===== src/rtl/double_buffer_pkg.sv =====
`default_nettype none
// ============================================================================
//  Module      : double_buffer_pkg
//  Description : Shared types and helpers for the ping-pong bank controller.
//                Write/read state encodings, dropped-count width and the
//                bank-select helper.
//  Revision    : 1.0 - initial release
// ============================================================================
package double_buffer_pkg;

  typedef enum logic [0:0] {
    W_FILL = 1'b0,
    W_WAIT = 1'b1
  } write_state_t;

  typedef enum logic [0:0] {
    R_IDLE = 1'b0,
    R_READ = 1'b1
  } read_state_t;

  // The bank is selected by the single MSB of the SRAM address.
  localparam int BANK_SELECT_WIDTH = 1;
  localparam int DROP_COUNT_WIDTH  = 16;

  // The bank the writer is not using is the one the reader may own.
  function automatic logic other_bank(input logic bank);
    return ~bank;
  endfunction

endpackage
`default_nettype wire


===== src/rtl/double_buffer_ctrl_if.sv =====
`default_nettype none
// ============================================================================
//  Module      : double_buffer_ctrl_if
//  Description : Producer, consumer and SRAM-port bundle of the ping-pong
//                controller. master = controller, slave = its environment.
//  Revision    : 1.0 - initial release
// ============================================================================
interface double_buffer_ctrl_if
  import double_buffer_pkg::*;
#(
  parameter int DATA_WIDTH         = 10,
  parameter int BANK_ADDRESS_WIDTH = 7
);
  logic                              writeValid;
  logic [DATA_WIDTH-1:0]             writeData;
  logic                              writeReady;
  logic                              readValid;
  logic [DATA_WIDTH-1:0]             readData;
  logic                              readLast;
  logic                              readReady;
  logic                              sramWriteEnable;
  logic [BANK_ADDRESS_WIDTH:0]       sramWriteAddress;
  logic [DATA_WIDTH-1:0]             sramWriteData;
  logic [BANK_ADDRESS_WIDTH:0]       sramReadAddress;
  logic [DATA_WIDTH-1:0]             sramReadData;
  logic [DROP_COUNT_WIDTH-1:0]       droppedCount;

  modport master (
    input  writeValid, writeData, readReady, sramReadData,
    output writeReady, readValid, readData, readLast,
           sramWriteEnable, sramWriteAddress, sramWriteData,
           sramReadAddress, droppedCount
  );

  modport slave (
    output writeValid, writeData, readReady, sramReadData,
    input  writeReady, readValid, readData, readLast,
           sramWriteEnable, sramWriteAddress, sramWriteData,
           sramReadAddress, droppedCount
  );
endinterface
`default_nettype wire


===== src/rtl/double_buffer_ctrl.sv =====
`default_nettype none
// ============================================================================
//  Module      : double_buffer_ctrl
//  Description : Ping-pong controller splitting one dual-port SRAM into two
//                banks. Fills one bank from the pixel stream while streaming
//                the other full bank to the consumer; swaps only when the
//                write bank is complete and the other bank is drained.
//                Optional macro DOUBLE_BUFFER_DROP_EN: never backpressure the
//                producer, discard and count words arriving while waiting.
//                BANK_WORDS legal range: 2 .. 2**BANK_ADDRESS_WIDTH.
//  Revision    : 1.0 - initial release
// ============================================================================
module double_buffer_ctrl
  import double_buffer_pkg::*;
#(
  parameter int DATA_WIDTH         = 10,
  parameter int BANK_ADDRESS_WIDTH = 7,
  parameter int BANK_WORDS         = 128
) (
  input  wire logic             clock,
  input  wire logic             reset,
  double_buffer_ctrl_if.master  bus
);

  localparam logic [BANK_ADDRESS_WIDTH-1:0] LAST_INDEX =
    BANK_ADDRESS_WIDTH'(BANK_WORDS - 1);

  write_state_t                  write_state, write_state_next;
  read_state_t                   read_state,  read_state_next;
  logic                          write_bank;
  logic                          read_bank;
  logic [1:0]                    full;
  logic [BANK_ADDRESS_WIDTH-1:0] write_count;
  logic [BANK_ADDRESS_WIDTH-1:0] read_count;
  logic [DROP_COUNT_WIDTH-1:0]   dropped_count;
  logic [DATA_WIDTH-1:0]         pixel_in;
  logic [DATA_WIDTH-1:0]         pixel_out;

  logic write_fire, write_last, other_free;
  logic read_fire, read_last, read_start;

  assign pixel_in  = bus.writeData;
  assign pixel_out = bus.sramReadData;

  // Handshake qualifiers; other_free uses registered flags only, so a bank
  // released this cycle is still seen busy by the writer.
  always_comb begin
    other_free = !full[other_bank(write_bank)] &&
                 !((read_state == R_READ) && (read_bank == other_bank(write_bank)));
    write_fire = bus.writeValid && bus.writeReady && (write_state == W_FILL);
    write_last = write_fire && (write_count == LAST_INDEX);
    read_fire  = (read_state == R_READ) && bus.readReady;
    read_last  = read_fire && (read_count == LAST_INDEX);
    read_start = (read_state == R_IDLE) && full[other_bank(write_bank)];
  end

  // Write FSM state register.
  always_ff @(posedge clock or posedge reset) begin
    if (reset) write_state <= W_FILL;
    else       write_state <= write_state_next;
  end

  // Write FSM next state: wait only when a bank completes with no free partner.
  always_comb begin
    write_state_next = write_state;
    case (write_state)
      W_FILL:  if (write_last && !other_free) write_state_next = W_WAIT;
      W_WAIT:  if (other_free)                write_state_next = W_FILL;
      default: write_state_next = W_FILL;
    endcase
  end

  // Write FSM outputs and SRAM write port.
  always_comb begin
`ifdef DOUBLE_BUFFER_DROP_EN
    bus.writeReady     = 1'b1;
`else
    bus.writeReady     = (write_state == W_FILL);
`endif
    bus.sramWriteEnable  = write_fire;
    bus.sramWriteAddress = {write_bank, write_count};
    bus.sramWriteData    = pixel_in;
  end

  // Write-side counter and bank pointer; bank flips on completion or on leaving W_WAIT.
  always_ff @(posedge clock or posedge reset) begin
    if (reset) begin
      write_count <= '0;
      write_bank  <= 1'b0;
    end else begin
      if (write_fire)
        write_count <= write_last ? '0 : write_count + 1'b1;
      if (other_free && (write_last || (write_state == W_WAIT)))
        write_bank <= other_bank(write_bank);
    end
  end

  // Bank-full flags: reader clears the bank it drained, writer sets the one it filled.
  always_ff @(posedge clock or posedge reset) begin
    if (reset) begin
      full <= 2'b00;
    end else begin
      if (read_last)  full[read_bank]  <= 1'b0;
      if (write_last) full[write_bank] <= 1'b1;
    end
  end

  // Read FSM state register.
  always_ff @(posedge clock or posedge reset) begin
    if (reset) read_state <= R_IDLE;
    else       read_state <= read_state_next;
  end

  // Read FSM next state.
  always_comb begin
    read_state_next = read_state;
    case (read_state)
      R_IDLE:  if (read_start) read_state_next = R_READ;
      R_READ:  if (read_last)  read_state_next = R_IDLE;
      default: read_state_next = R_IDLE;
    endcase
  end

  // Read-side bank latch and word counter; the counter is the registered address.
  always_ff @(posedge clock or posedge reset) begin
    if (reset) begin
      read_bank  <= 1'b0;
      read_count <= '0;
    end else if (read_start) begin
      read_bank  <= other_bank(write_bank);
      read_count <= '0;
    end else if (read_fire) begin
      read_count <= read_last ? '0 : read_count + 1'b1;
    end
  end

  // Read FSM outputs; SRAM samples on negedge so data is valid this cycle.
  always_comb begin
    bus.readValid       = (read_state == R_READ);
    bus.readLast        = (read_state == R_READ) && (read_count == LAST_INDEX);
    bus.readData        = pixel_out;
    bus.sramReadAddress = {read_bank, read_count};
    bus.droppedCount    = dropped_count;
  end

`ifdef DOUBLE_BUFFER_DROP_EN
  // Count words discarded while the writer waits for a free bank; saturates.
  always_ff @(posedge clock or posedge reset) begin
    if (reset)
      dropped_count <= '0;
    else if ((write_state == W_WAIT) && bus.writeValid && (dropped_count != '1))
      dropped_count <= dropped_count + 1'b1;
  end
`else
  assign dropped_count = '0;
`endif

endmodule
`default_nettype wire


===== src/flat_wrapper.sv =====
// flat-port wrapper written by rule: the top's interface ports become plain ports
module double_buffer_ctrl_flat import double_buffer_pkg::*;
#(
  parameter int DATA_WIDTH         = 10,
  parameter int BANK_ADDRESS_WIDTH = 7,
  parameter int BANK_WORDS         = 128
)
  (clock, reset, bus_writeValid, bus_writeData, bus_readReady, bus_sramReadData, bus_writeReady, bus_readValid, bus_readData, bus_readLast, bus_sramWriteEnable, bus_sramWriteAddress, bus_sramWriteData, bus_sramReadAddress, bus_droppedCount);
  double_buffer_ctrl_if #(.DATA_WIDTH(DATA_WIDTH), .BANK_ADDRESS_WIDTH(BANK_ADDRESS_WIDTH)) bus_i ();
  input  wire logic clock;
  input  wire logic reset;
  input wire logic [$bits(bus_i.writeValid)-1:0] bus_writeValid;
  input wire logic [$bits(bus_i.writeData)-1:0] bus_writeData;
  input wire logic [$bits(bus_i.readReady)-1:0] bus_readReady;
  input wire logic [$bits(bus_i.sramReadData)-1:0] bus_sramReadData;
  output wire logic [$bits(bus_i.writeReady)-1:0] bus_writeReady;
  output wire logic [$bits(bus_i.readValid)-1:0] bus_readValid;
  output wire logic [$bits(bus_i.readData)-1:0] bus_readData;
  output wire logic [$bits(bus_i.readLast)-1:0] bus_readLast;
  output wire logic [$bits(bus_i.sramWriteEnable)-1:0] bus_sramWriteEnable;
  output wire logic [$bits(bus_i.sramWriteAddress)-1:0] bus_sramWriteAddress;
  output wire logic [$bits(bus_i.sramWriteData)-1:0] bus_sramWriteData;
  output wire logic [$bits(bus_i.sramReadAddress)-1:0] bus_sramReadAddress;
  output wire logic [$bits(bus_i.droppedCount)-1:0] bus_droppedCount;
  assign bus_i.writeValid = bus_writeValid;
  assign bus_i.writeData = bus_writeData;
  assign bus_i.readReady = bus_readReady;
  assign bus_i.sramReadData = bus_sramReadData;
  assign bus_writeReady = bus_i.writeReady;
  assign bus_readValid = bus_i.readValid;
  assign bus_readData = bus_i.readData;
  assign bus_readLast = bus_i.readLast;
  assign bus_sramWriteEnable = bus_i.sramWriteEnable;
  assign bus_sramWriteAddress = bus_i.sramWriteAddress;
  assign bus_sramWriteData = bus_i.sramWriteData;
  assign bus_sramReadAddress = bus_i.sramReadAddress;
  assign bus_droppedCount = bus_i.droppedCount;
  double_buffer_ctrl #(.DATA_WIDTH(DATA_WIDTH), .BANK_ADDRESS_WIDTH(BANK_ADDRESS_WIDTH), .BANK_WORDS(BANK_WORDS)) u_core (.clock(clock), .reset(reset), .bus(bus_i));
endmodule

===== config.mk =====
export PLATFORM = sky130hd
export DESIGN_NAME = double_buffer_ctrl_flat
export DESIGN_NICKNAME = d
export VERILOG_FILES = /design/src/rtl/double_buffer_pkg.sv /design/src/rtl/double_buffer_ctrl_if.sv /design/src/rtl/double_buffer_ctrl.sv /design/src/flat_wrapper.sv
export SDC_FILE = /design/constraint.sdc
export NUM_CORES = 1
export LEC_CHECK = 0
export CAP_MARGIN = 20
export CORE_UTILIZATION = 58
export DETAILED_ROUTE_END_ITERATION = 10
export DONT_BUFFER_PORTS = 1
export PLACE_DENSITY = 0.77
export SETUP_SLACK_MARGIN = 0.4
export SLEW_MARGIN = 20
export SYNTH_ARGS = -nofsm -noshare
export SYNTH_HDL_FRONTEND = slang
export SYNTH_SLANG_ARGS = --single-unit
export TNS_END_PERCENT = 30

===== constraint.sdc =====
create_clock -name clock -period 2.7 [get_ports clock]
set_clock_uncertainty 0.15 [all_clocks]
set_input_delay 0.27 -clock clock [delete_from_list [all_inputs] [get_ports clock]]
set_output_delay 0.27 -clock clock [all_outputs]
set_load 0.02 [all_outputs]

# Word level (Yosys, flattened, before mapping)
# Index checks and enable logic that the tools add are counted.
# op_classes
n_addsub,2
n_lt_le_gt_ge,5
n_eq_ne,3
mux,18
bitwise,6
reduce_logical,18
# ops
cell,n
$mux W7,4
$add A7 B1 Y7 const B,2
$eq A7 B7 Y1 const B,2
$logic_and A1 B1 Y1,13
$mux W1,8
$lt A1 B2 Y1 const B,3
$mux W2,2
$pmux W1 S2,2
$logic_not A1 Y1,3
$not A1 Y1,3
$and A2 B2 Y2,1
$demux W1 S1,2
$ge A1 B1 Y1 const B,2
$not A2 Y2,1
$or A2 B2 Y2,1
$reduce_bool A2 Y1,1
$eq A1 B1 Y1,1
$logic_or A1 B1 Y1,1
# word_totals
regBits,20
output_inout_bits,56
word_cells,59

# Logic depth before layout (Yosys ltp)
# Gate-level depths: netlist (run 1).
# logic_depth
word_depth,9
depth_mapped,6
mapped_depth_nobuf,5

# Least setup slack after synthesis (run 1)
# Ideal clock, no wire load.
# synth_path
path_type,register to output
from,register u_core.read_count[0]
to,output bus_readLast
arrival_ns,1.376
required_time_ns,2.280
path_slack_ns,0.904
path_stages_with_launch,5
n_path_buf,0
path_cell_list,dfrtp_1 -> ha_1 -> and3_1 -> nand3_1 -> nor2_1
# synth_between
elab_chain_len,2
# synth_rtl
element,line_no,rtl
"start, declared",double_buffer_ctrl.sv:34,logic [BANK_ADDRESS_WIDTH-1:0] read_count;
"start signal, assigned",double_buffer_ctrl.sv:133,read_count <= read_last ? '0 : read_count + 1'b1;
$eq A7 B7 Y1,double_buffer_ctrl.sv:140,bus.readLast = (read_state == R_READ) && (read_count == LAST_INDEX);
$logic_and A1 B1 Y1,double_buffer_ctrl.sv:140,
"end, declared",flat_wrapper.sv:19,output wire logic [$bits(bus_i.readLast)-1:0] bus_readLast;
# No other way between the ends.

# Worst setup path after layout (run 1)
# Same ends and word-level chain as after synthesis.

==> impl_results.md, run 1 <==
- GRT Total Usage: 20.0%
- Kind of critical path: flop to output port
- CTS sink cnt: 20
- Root Buffer: clkbuf_4
- CP Capture Type: output port
- Pre-CTS setup slack: 731 ps
- Gate Count Post-Synth: 141
- Least-Margin Pin Slew: 754 ps
- Setup WS post-layout: 570 ps
- RSZ-0062 raised after global routing: no
- Crit path launch type: flop
- Fin nets: 148
- P per Cell Area: 627 nW/um^2
- Row count: 16
- Avg WL per Cell: 14.7 um
- Finished Layout Cells: 148
- TritonCTS Buffers: 3
- Period utilisation layout: 78.9%
- Critical Path Slowest Stage Cell: dfrtp_2
- Tmin final: 2130 ps
- WHS Path Cells: 2
- Post-synth top area cell: dfrtp_1
- Share of cells above drive strength 1: 9.09%
- Postcts setup bufs: 0
- Worst VDD drop: 0.000444 V
- Worst hold path type: input pin to flop
- Post-synth EDFFs: 0
- Arrival time at the worst endpoint: 1710 ps
- FF-to-FF End: u_core.read_count[3]$_DFFE_PP0P_
- Synth top cells by count: 39 x buf_4, 20 x dfrtp_1, 11 x nand2_1, 10 x nor2_1
- Synthesized area: 1310 um^2
- Critical Path Fanout Max: 4
- WP data required: 2280 ps
- P_leak: 0.559 nW
- CTS tree: yes
- Max Freq: 469 MHz
- Max transition margin: 49.7%
- Die Height: 49.5 um
- GR Overflow Total: 0
- R2R depth: 5
- I/O pins: 80
- Port Buf Inserts: 0
- R2R Setup Slk: 910 ps
- Routed Antenna Nets: 0
- Post-route setup TNS: 0 ps
- Final hold viol count: 0
- Die W: 49.5 um
- Yosys Warn Count: 0
- Mapped Avg Cell Area: 9.28 um^2
- GPL Wtd Cong: 0.824
- H-tree levels: 1
- Largest net degree at the start of global routing: 21
- WHS Endpoint: u_core.read_count[4]$_DFFE_PP0P_
- Max_cap viols: 0
- Crit-path max cell delay: 470 ps
- Crit path cell chain: ha_1 > and3_1 > nand3_1 > nor2_2
- Outcome: finished, final reports clean
- Post-synth top area share: 38.2%
- Antenna violations before repair: 0
- Later-pin clock latency in the skew report: 290 ps
- Remaining DRCs: 0
- Antenna diode count: 0
- FF-to-FF Start: u_core.read_count[0]$_DFFE_PP0P_
- Reg clk slew, reported paths: 110 ps
- Endpoints failing setup: 0
- Worst min-delay path startpoint: bus_readReady
- Top cells by area, synth: dfrtp_1 38%, buf_4 22%, xor2_1 3.3%, nand2_1 3.2%, nor2_1 2.9%
- Register area share after synthesis: 38.2%
- Fin. max-slew vios: 0
- Cells after DPL: 142
- Post-synth top flop: dfrtp_1
- Global-route wire length before repair: 3.67 mm
- P&R area growth vs syn: -11.6%
- Yosys cell types: 34
- Most frequent cell after synthesis: buf_4
- Number of iterations in the first detailed-routing pass: 4
- Drt initial violations: 14
- Synthesized flop and latch total: 20
- Longest Clk Path Bufs: 2
- Filler instances: 180
- Via density: 5.47
- HPWL after detailed placement: 1.62 mm
- Core footprint: 2040 um^2
- Starting density of the core: 64.1%
- Total Wirelength: 2.17 mm
- Vias in the first global route: 764
- Die area: 2450 um^2
- Via count: 810
- Ys async rst share: 100%
cells in the final DEF (no fill, tap or decap), types with 3 or more instances in the layout:
master,count
nand3_1,5
nand4_1,3
clkbuf_4,3
inv_1,6
xnor2_1,3
xor2_1,5
nand2_1,11
o21ai_1,6
dfrtp_1,18
conb_1,16
nor2_1,9
a21oi_1,3
report_power, final:
| group | internal (W) | total, W | switching (W) |
|---|---|---|---|
| combinational | 0.0000397 | 0.000103 | 0.0000637 |
| sequential | 0.000338 | 0.000447 | 0.000109 |
| clock | 0.0000821 | 0.000175 | 0.0000927 |
sequential cells by signal (all words and copies together) (netlist names):
register	count
u_core.bus.readValid	1
u_core.full	2
u_core.read_bank	1
u_core.read_count	7
u_core.write_bank	1
u_core.write_count	7
u_core.write_state	1
repair_timing:
action	in CTS	in global routing
pin swaps	0	0
hold buffers	2	0
setup endpoints to repair	1	1
gates cloned	0	0
gates resized for setup	1	2
hold endpoints to repair	21	0
through the flow:
step / area [um^2] / power (W) / utilization, % / hold slack (ps)
2_1_floorplan: 1370 / 0.000588 / - / 83.8
6_report: 1160 / 0.000725 / 56.7 / 152
3_3_place_gp: 1100 / 0.000547 / 53.7 / 186
3_5_place_dp: 1100 / 0.000555 / 53.7 / 194
4_1_cts: 1150 / 0.000733 / 56.6 / 134
5_1_grt: 1160 / 0.000765 / 56.7 / 170
layer usage:
metal	share of wire [%]	track usage [%]	vias up
li1	-	-	372
met1	42	25.3	380
met2	45	29.7	46
met3	8.9	4.94	12
met4	3.8	14.3	0
met5	0	0	-
worst max-delay path by stage:
stage | from | endpoint | slack [ps]
after floorplan | u_core.read_count[0]$_DFFE_PP0P_ | bus_readLast | 900
after global placement | u_core.read_count[0]$_DFFE_PP0P_ | bus_readLast | 800
after detailed placement | u_core.read_count[0]$_DFFE_PP0P_ | bus_readLast | 730
after CTS | u_core.read_count[0]$_DFFE_PP0P_ | bus_readLast | 460
after global routing | u_core.read_count[0]$_DFFE_PP0P_ | bus_readLast | 460
final | u_core.read_count[0]$_DFFE_PP0P_ | bus_readLast | 570
logic make-up (layout without fill, tap and decap cells):
| logic type | Yosys count | in the layout | share of synthesized area [%] |
|---|---|---|---|
| and+or+nand+nor | 41 | 41 | 17.5 |
| DFF | 20 | 20 | 38.2 |
| adders and majority gates | 2 | 2 | 1.91 |
| AOI/OAI and AO/OA | 19 | 19 | 9.47 |
| other | 1 | 16 | 0.287 |
| muxes | 3 | 3 | 2.39 |
| buffers and inverters | 47 | 12 | 24.9 |
| xor gates and xnor gates | 8 | 8 | 5.35 |
cell type report:
class                   instances  area, um^2  share of cell area [%]
flip-flops and latches         20         503                    43.5
multi-input cells              89         542                    46.8
repair buffers                  2        20.0                    1.73
inverters                       6        22.5                    1.95
well taps                      27        33.8                    2.92
clock buffers                   4        36.3                    3.14
worst max-delay path, delay by kind of cell, from the launching register on:
family | cells | cell delay [ps]
and+or+nand+nor | 3 | 720
DFF | 1 | 470
adders and majority gates | 1 | 220
(Power assumes the default switching activity.)
==> run 2, diff against run 1 <==
CORE_UTILIZATION = 56   (was 58)
clock period = 1.9 ns   (was 2.7 ns; I/O delays follow)
==> run 2 against run 1 <==
  * Cell count up 5.4%
  * Non-clock buffer count up 8
  * Global-route usage down 0.30 points
  * Sequential power up 45%
  * Hold slack worse by 44 ps
  * Sequential cell count unchanged
  * Routed wire length up 11%
  * Critical path depth unchanged
==> impl_results.md, run 2 (synthesis gave the netlist of run 1 again) <==
- Worst hold path type: input pin to flop
- Via density: 5.44
- Vias in the first global route: 812
- Avg WL per Cell: 15.4 um
- Port Buf Inserts: 0
- Via count: 849
- Least-Margin Pin Slew: 733 ps
- Routed Antenna Nets: 0
- P&R area growth vs syn: -3.73%
- CP Capture Type: output port
- Worst min-delay path startpoint: bus_writeValid
- R2R depth: 7
- Critical Path Fanout Max: 4
- Crit path launch type: flop
- GPL Wtd Cong: 0.832
- CTS sink cnt: 20
- Global-route wire length before repair: 3.76 mm
- Antenna diode count: 0
- Later-pin clock latency in the skew report: 290 ps
- Dpl cell area: 1150 um^2
- I/O pins: 80
- FF-to-FF Start: u_core.read_count[0]$_DFFE_PP0P_
- Period utilisation layout: 92.7%
- Remaining DRCs: 0
- Kind of critical path: flop to output port
- Finished Cell Area: 1260 um^2
- Starting density of the core: 59.2%
- Reg clk slew, reported paths: 110 ps
- WHS Endpoint: u_core.write_count[0]$_DFFE_PP0P_
- Filler instances: 207
- Fin. max-slew vios: 0
- Max_cap viols: 0
- Most common cell after layout, fill and taps aside: conb_1
- Arrival time at the worst endpoint: 1420 ps
- H-tree levels: 1
- Die W: 50.3 um
- Final Util: 57.0%
- Drt initial violations: 8
- Die area: 2530 um^2
- Fin nets: 156
- Core footprint: 2210 um^2
- WP data required: 1560 ps
- P per Cell Area: 800 nW/um^2
- RSZ-0062 raised after global routing: yes
- Largest net degree at the start of global routing: 21
- Worst VDD drop: 0.000808 V
- P_leak: 0.587 nW
- Endpoints failing setup: 0
- Root Buffer: clkbuf_4
- Share of cells above drive strength 1: 19.5%
- Max transition margin: 51.1%
- Max Freq: 567 MHz
- Antenna violations before repair: 0
- Biggest regs: u_core.read_count (7), u_core.write_count (7), u_core.full (2)
- Number of iterations in the first detailed-routing pass: 4
- GR Overflow Total: 0
- FF-to-FF End: u_core.read_count[3]$_DFFE_PP0P_
- Tmin final: 1760 ps
- Longest Clk Path Bufs: 2
- Final hold viol count: 0
- Die Height: 50.3 um
- Commonest non-fill, non-tap cells in the layout: 16 x conb_1, 15 x dfrtp_1, 11 x nand2_1
- TritonCTS Buffers: 3
- R2R Setup Slk: 210 ps
- CTS tree: yes
- Total Wirelength: 2.41 mm
- Row count: 17
- WHS Path Cells: 2
- GRT Total Usage: 19.7%
- Post-route setup TNS: 0 ps
- Outcome: finished, final reports clean
- HPWL after detailed placement: 1.66 mm
-- run 2: changes by cell type in the layout (fill, tap and decap cells not counted) --
cell | previous run | this run
ha_4 | 0 | 2
dfrtp_2 | 2 | 5
buf_6 | 0 | 1
and3_1 | 2 | 1
ha_1 | 2 | 0
nor2_2 | 1 | 0
dfrtp_1 | 18 | 15
nor2_4 | 0 | 1
buf_4 | 0 | 7
nand3_1 | 5 | 4
and3_4 | 0 | 1
clkbuf_8 | 1 | 0
nand3_4 | 0 | 1
-- run 2: through the flow --
stage	power [W]	std cells	worst slack, ps	hold slack, ps
6_report	0.00101	156	138	108
3_3_place_gp	0.000786	146	340	98.8
2_1_floorplan	0.000839	156	399	3.55
4_1_cts	0.00102	155	101	52.6
3_5_place_dp	0.000793	146	286	101
5_1_grt	0.00105	156	59.8	113
-- run 2: what timing repair did --
item                                    4_1_cts  5_1_grt
buffers inserted                              4        1
pin swaps                                     4        2
resized for setup                             4        1
hold buffers                                  2        0
hold endpoints to repair                     22        0
endpoints found under the setup margin       10       14
-- run 2: report_power, final --
| part | switching (W) | internal (W) |
|---|---|---|
| Combinational | 0.0000940 | 0.0000668 |
| Sequential | 0.000164 | 0.000487 |
| Clock | 0.000124 | 0.0000738 |
| Total | 0.000381 | 0.000627 |
-- run 2: area by class of cell --
| cell class | instances | area (um^2) | area share [%] |
|---|---|---|---|
| clock buffer | 3 | 22.5 | 1.79 |
| inverter | 6 | 22.5 | 1.79 |
| multi-input combinational | 89 | 589 | 46.8 |
| sequential | 20 | 507 | 40.2 |
| tap | 28 | 35.0 | 2.78 |
| timing repair buffer | 10 | 83.8 | 6.65 |
-- run 2: worst max-delay path, stage by stage, from the launching register on --
cell and delay, ps:
dfrtp_2 490, ha_4 160, and3_4 210, nand3_4 90, nor2_4 170
-- run 2: worst max path at each step --
| stage | startpoint | endpoint | slack [ps] | cells after the start |
|---|---|---|---|---|
| 5_1_grt | u_core.read_count[0]$_DFFE_PP0P_ | bus_readLast | 60 | 4 |
| 4_1_cts | u_core.read_count[0]$_DFFE_PP0P_ | bus_readLast | 100 | 4 |
| 6_report | u_core.read_count[0]$_DFFE_PP0P_ | bus_readLast | 140 | 4 |
| 2_1_floorplan | u_core.write_count[0]$_DFFE_PP0P_ | u_core.write_bank$_DFFE_PP0P_ | 400 | 5 |
| 3_3_place_gp | u_core.write_count[0]$_DFFE_PP0P_ | u_core.write_bank$_DFFE_PP0P_ | 340 | 5 |
| 3_5_place_dp | u_core.write_count[0]$_DFFE_PP0P_ | u_core.write_bank$_DFFE_PP0P_ | 290 | 5 |
-- run 2: per-layer routing --
| layer | global-route usage (%) | vias up | share of wire, % |
|---|---|---|---|
| met5 | 0 | - | 0 |
| met4 | 2.31 | 0 | 1.0 |
| met3 | 7.88 | 6 | 9.0 |
| met2 | 36.7 | 55 | 53 |
| met1 | 21.3 | 401 | 37 |
| li1 | - | 387 | - |
